`config.mk`:
```
export PLATFORM = sky130hd
export DESIGN_NAME = pacman_motion
export DESIGN_NICKNAME = d
export VERILOG_FILES = /design/src/rtl/pacman_motion.sv
export SDC_FILE = /design/constraint.sdc
export NUM_CORES = 1
export LEC_CHECK = 0
export BUFFER_PORTS_ARGS = -buffer_cell sky130_fd_sc_hd__buf_4
export CAP_MARGIN = 20
export CORE_UTILIZATION = 35
export DETAILED_ROUTE_END_ITERATION = 8
export SYNTH_ARGS = -nofsm -noshare
export SYNTH_HDL_FRONTEND = slang
export SYNTH_SLANG_ARGS = --single-unit
```
`constraint.sdc`:
```
create_clock -name clk -period 3.5 [get_ports clk]
set_clock_uncertainty 0.2 [all_clocks]
set_input_delay 0.7 -clock clk [delete_from_list [all_inputs] [get_ports clk]]
set_output_delay 0.7 -clock clk [all_outputs]
set_load 0.05 [all_outputs]
```
`src/rtl/pacman_motion.sv`:
```
// Pacman game state: facing direction, sprite position and animation frame, updated once per video frame.
// Optional feature macro: PAC_WRAP_EN (edges wrap to the opposite side instead of blocking).
//
// state     | meaning
// S_IDLE    | no movement since reset, frame_select held at 0
// S_MOVE    | moving STEP pixels per move tick along direction, animating
// S_BLOCKED | clamped against an edge, waiting for a request pointing away from it
module pacman_motion #(
    parameter int unsigned SCALE       = 2,
    parameter int unsigned SPRITE_SIZE = 16,
    parameter int unsigned H_RES       = 640,
    parameter int unsigned V_RES       = 480,
    parameter int unsigned STEP        = 2,
    parameter int unsigned MOVE_DIV    = 1,
    parameter int unsigned ANIM_DIV    = 5,
    parameter int unsigned START_X     = 304,
    parameter int unsigned START_Y     = 224
) (
    input  logic       clk,
    input  logic       rst_n,
    input  logic       frame_tick,
    input  logic       btn_up,
    input  logic       btn_left,
    input  logic       btn_right,
    input  logic       btn_down,
    output logic [9:0] pac_x,
    output logic [9:0] pac_y,
    output logic [1:0] direction,
    output logic [1:0] frame_select,
    output logic       moving
);

`ifdef PAC_WRAP_EN
    localparam logic WRAP = 1'b1;
`else
    localparam logic WRAP = 1'b0;
`endif

    localparam int unsigned EXT = SPRITE_SIZE * SCALE;
    localparam logic [9:0] X_MAX  = 10'(H_RES - EXT);
    localparam logic [9:0] Y_MAX  = 10'(V_RES - EXT);
    localparam logic [9:0] STEP_V = 10'(STEP);
    localparam logic [9:0] X_LIM  = X_MAX - STEP_V;
    localparam logic [9:0] Y_LIM  = Y_MAX - STEP_V;
    localparam logic [3:0] MDIV_LAST = 4'(MOVE_DIV - 1);
    localparam logic [3:0] ADIV_LAST = 4'(ANIM_DIV - 1);

    localparam logic [1:0] DIR_UP    = 2'd0;
    localparam logic [1:0] DIR_RIGHT = 2'd1;
    localparam logic [1:0] DIR_LEFT  = 2'd2;
    localparam logic [1:0] DIR_DOWN  = 2'd3;

    localparam logic [1:0] S_IDLE    = 2'd0;
    localparam logic [1:0] S_MOVE    = 2'd1;
    localparam logic [1:0] S_BLOCKED = 2'd2;

    logic [1:0] state;
    logic [1:0] req_dir;
    logic       req_valid;
    logic [1:0] blk_dir;
    logic [3:0] mdiv;
    logic [3:0] adiv;

    logic       btn_any;
    logic [1:0] btn_dir;
    logic       take_valid;
    logic [1:0] take_dir;
    logic [1:0] new_dir;
    logic       move_tick;
    logic       anim_roll;
    logic       go;
    logic       hit;
    logic [9:0] nx;
    logic [9:0] ny;

    // A press in the frame_tick cycle counts for that tick, so merge live buttons with the latch.
    always_comb begin
        btn_any    = btn_up | btn_left | btn_right | btn_down;
        btn_dir    = btn_up ? DIR_UP : btn_left ? DIR_LEFT : btn_right ? DIR_RIGHT : DIR_DOWN;
        take_valid = btn_any | req_valid;
        take_dir   = btn_any ? btn_dir : req_dir;
        new_dir    = take_valid ? take_dir : direction;
        move_tick  = (mdiv == MDIV_LAST);
        anim_roll  = (adiv == ADIV_LAST);
        go         = (state == S_MOVE)
                   | ((state == S_IDLE) & take_valid)
                   | ((state == S_BLOCKED) & take_valid & (take_dir != blk_dir));
    end

    // Edge tests come before the add/subtract so no intermediate ever goes negative or past MAX.
    always_comb begin
        nx  = pac_x;
        ny  = pac_y;
        hit = 1'b0;
        case (new_dir)
            DIR_UP: begin
                if (pac_y < STEP_V) begin
                    hit = 1'b1;
                    ny  = WRAP ? Y_MAX : 10'd0;
                end else begin
                    ny = pac_y - STEP_V;
                end
            end
            DIR_RIGHT: begin
                if (pac_x > X_LIM) begin
                    hit = 1'b1;
                    nx  = WRAP ? 10'd0 : X_MAX;
                end else begin
                    nx = pac_x + STEP_V;
                end
            end
            DIR_LEFT: begin
                if (pac_x < STEP_V) begin
                    hit = 1'b1;
                    nx  = WRAP ? X_MAX : 10'd0;
                end else begin
                    nx = pac_x - STEP_V;
                end
            end
            default: begin
                if (pac_y > Y_LIM) begin
                    hit = 1'b1;
                    ny  = WRAP ? 10'd0 : Y_MAX;
                end else begin
                    ny = pac_y + STEP_V;
                end
            end
        endcase
    end

    always_ff @(posedge clk or negedge rst_n) begin
        if (!rst_n) begin
            pac_x        <= 10'(START_X);
            pac_y        <= 10'(START_Y);
            direction    <= DIR_RIGHT;
            frame_select <= 2'd0;
            state        <= S_IDLE;
            req_dir      <= DIR_UP;
            req_valid    <= 1'b0;
            blk_dir      <= DIR_UP;
            mdiv         <= 4'd0;
            adiv         <= 4'd0;
        end else begin
            if (frame_tick) begin
                req_valid <= 1'b0;
            end else if (btn_any) begin
                req_valid <= 1'b1;
                req_dir   <= btn_dir;
            end

            if (frame_tick) begin
                direction <= new_dir;
                mdiv      <= move_tick ? 4'd0 : mdiv + 4'd1;
                if (go) begin
                    state <= S_MOVE;
                    if (move_tick) begin
                        pac_x <= nx;
                        pac_y <= ny;
                        if (hit && !WRAP) begin
                            state        <= S_BLOCKED;
                            blk_dir      <= new_dir;
                            frame_select <= 2'd0;
                            adiv         <= 4'd0;
                        end else if (anim_roll) begin
                            adiv         <= 4'd0;
                            frame_select <= frame_select + 2'd1;
                        end else begin
                            adiv <= adiv + 4'd1;
                        end
                    end
                end
            end
        end
    end

    assign moving = (state == S_MOVE);

endmodule

```
==> flow_metrics.tcl <==
set metrics [dict create \
    yosysWarnings 0 \
    post_cts_buffers 0 \
    fmax_mhz 304 \
    initial_core_util_pct 37.1 \
    pin_count 32 \
    syn-cell-area_sq_mm 0.00275 \
    fp.dieH_microns 90.6 \
    cts.hold.buffers_added 0 \
    routedWlPerCell_microns 16.0 \
    nets 356 \
    globalRouteOverflowTotal 0 \
    pwr_density_cell_mw_per_mm2 793 \
    hold_class "in -> async" \
    vias 2491 \
    slew_violations 0 \
    reg2reg_depth 10 \
    critPathSlowestCell "or4_4" \
    grt_pass1_wl_microns 11900 \
    die_w_microns 90.6 \
    cts_tree "yes" \
    crit_path_end_kind "register" \
    antenna_found_initial 0 \
    critPathLaunchType "input pin" \
    placedCellCount 429 \
    finalHoldViolations 0 \
    ys_seq_area_share_pct 34.0 \
    hold_ws_ps 145 \
    cts_buffer_depth 2 \
    synthCells 292 \
    post_cts_resized 0 \
    cts_inserted_buffers 5 \
    tightest_slew_ps 685 \
    crit_arrival_ps 3270 \
    die-area_sq_mm 0.00822 \
    cap_viol_max_count 0 \
    rows 31 \
    antenna_left 0 \
    rsz0062_at_grt "false" \
    synth_seq_cells 37 \
    outcome "finished clean" \
    leakage_nw 1.40 \
    core_area_sq_mm 0.00741 \
    wl_microns 7000 \
    avgSynthCellArea_sq_um 9.42 \
    synth_edf_count 0 \
    cp.required_ps 3480 \
    diodes 0 \
    clkSlewWorstSetupHoldPaths_ps 80 \
    synth_cell_types 67 \
    fin_tns_setup_ps 0 \
    cts_root_buffer "clkbuf_8" \
    numPortBuffers 29 \
    setup_violations 0 \
    place_hpwl_microns 5070 \
    crit_chain "buf_4 > or4_4 > nor2_4 > mux2_4 > inv_2 > ha_4 > nor4b_4 > nand3_2 > a32oi_4 > and3b_1 > a221o_1" \
    synth_ff_type "dfrtp_1" \
    gr-usage-all-layers_pct 17.9 \
    ir_worst_vdd_mv 0.308 \
    relSlewSlack_pct 54.3 \
    grt_pass1_vias 2462 \
    dr.pass1.iters 4 \
    htreeDepth 2 \
    drt_iter0_drc 93 \
    drive_above_1_share_pct 29.0 \
    min_period_ps 3290 \
    crit_type "in -> reg" \
    drc 0 \
    place.gp.congestion 0.827 \
    post_drt_via_cell_ratio 5.70 \
    syn_to_final_growth_pct 21.4 \
    finalNonFillerCells 437 \
    critPathMaxFanout 6 \
    post-route-period-util_pct 93.9 \
    finish.utilization_pct 45.1 \
    cts_num_sinks 37 \
    async_flop_share_pct 100 \
    grt_max_degree 38 \
    clk_latency_ps 300 \
    crit_path_max_incr_delay_ps 550 \
]
[stage by stage]
| stage | power, mW | setup slack [ps] | instance area, sq um |
|---|---|---|---|
| after CTS | 2.66 | 216 | 3340 |
| after detailed placement | 2.25 | -97.8 | 3220 |
| after global routing | 2.83 | 52.0 | 3340 |
| after floorplan | 1.88 | 0.125 | 2780 |
| final | 2.65 | 214 | 3340 |
| after global placement | 2.23 | -33.9 | 3220 |
[cells in the mapped netlist (2+ instances only)]
cell type / instances / share of area (%)
a211oi_1: 2 / 0.55
a21oi_1: 12 / 2.2
a221o_1: 2 / 0.73
a22o_1: 4 / 1.3
a22oi_1: 4 / 1.1
a31oi_1: 6 / 1.4
and2_0: 2 / 0.45
and3_1: 5 / 1.1
and3b_1: 2 / 0.64
buf_2: 4 / 0.73
buf_4: 3 / 0.82
clkbuf_1: 9 / 1.2
dfrtp_1: 30 / 27
dfstp_2: 7 / 6.7
ha_1: 12 / 5.5
inv_1: 18 / 2.5
mux2_2: 3 / 1.2
mux2_4: 4 / 2.2
mux2i_1: 3 / 1.1
nand2_1: 14 / 1.9
nand3_1: 9 / 1.6
nand3_4: 3 / 1.9
nand4_1: 5 / 1.1
nor2_1: 22 / 3.0
nor2b_1: 3 / 0.68
nor3_1: 10 / 1.8
nor3_2: 2 / 0.73
nor4_1: 5 / 1.1
nor4b_4: 2 / 1.7
o211ai_1: 4 / 1.1
o21ai_0: 17 / 3.1
o2bb2ai_1: 2 / 0.64
o31a_1: 3 / 0.96
o31ai_1: 9 / 2.5
o41ai_1: 9 / 2.9
or3_1: 7 / 1.6
or4b_1: 2 / 0.73
xnor2_1: 3 / 0.96
[cells by family after synthesis]
kind of cell	share of synthesized area (%)
compound gates	24.8
xor+xnor	1.27
fa+ha+maj	5.46
buf+inv	5.64
flops	34.0
mux	4.50
other cells	0.136
simple gates	24.2
[cell type report]
cell class | count | area [sq um]
clock buffer | 7 | 86.3
sequential | 37 | 935
inverter | 18 | 67.6
multi-input combinational | 221 | 1690
fill | 721 | 4070
clock inverter | 1 | 30.0
timing repair buffer | 54 | 405
tap | 99 | 124
[final timing paths]
check	startpoint	endpoint	slack [ps]
min reg2reg	req_dir[1]	req_dir[1]	320
max reg2reg	req_dir[1]	frame_select[1]	720
min	rst_n	pac_x[2]	150
min in group clk	req_dir[1]	req_dir[1]	320
max in group asynchronous	rst_n	pac_x[5]	2560
max	btn_right	frame_select[1]	210
[layer usage]
metal | up-vias | track usage, % | wire length [microns]
met3 | 11 | 3.03 | 269
met1 | 1213 | 23.3 | 3290
met2 | 60 | 29.5 | 3340
met5 | - | 0 | 0
li1 | 1207 | - | -
met4 | 0 | 7.12 | 107
[critical path, delay by kind of cell]
family	cells	cell delay (ps)
buffers and inverters	2	180
muxes	1	330
adders and majority gates	1	130
AOI/OAI and AO/OA	2	640
and+or+nand+nor	5	1270
[report_power, final]
group          total (mW)  switching (mW)  internal [mW]
sequential          0.854           0.270          0.584
combinational        1.40           0.866          0.530
clock               0.398           0.166          0.233
[cells in the final DEF, fill, tap and decap left out, types with 3 or more instances in the layout]
master | synthesis | final
buf_4 | 3 | 54
dfrtp_1 | 30 | 30
nor2_1 | 22 | 21
inv_1 | 18 | 17
o21ai_0 | 17 | 17
nand2_1 | 14 | 14
a21oi_1 | 12 | 12
ha_1 | 12 | 11
nor3_1 | 10 | 10
o41ai_1 | 9 | 9
nand3_1 | 9 | 9
o31ai_1 | 9 | 9
or3_1 | 7 | 7
dfstp_2 | 7 | 7
a31oi_1 | 6 | 6
clkbuf_8 | 0 | 6
mux2_4 | 4 | 5
nand4_1 | 5 | 5
and3_1 | 5 | 5
nor4_1 | 5 | 5
o211ai_1 | 4 | 4
a22o_1 | 4 | 4
a22oi_1 | 4 | 4
nor2b_1 | 3 | 3
o31a_1 | 3 | 3
nand3_4 | 3 | 3
xnor2_1 | 3 | 3
[registers in the layout, summed over array words and instances, names as in the netlist]
signal / count
req_valid: 1
adiv: 4
mdiv: 4
pac_x: 9
direction: 2
frame_select: 2
state: 2
pac_y: 9
req_dir: 2
blk_dir: 2
Note: power is estimated with default switching activity, not from simulation.
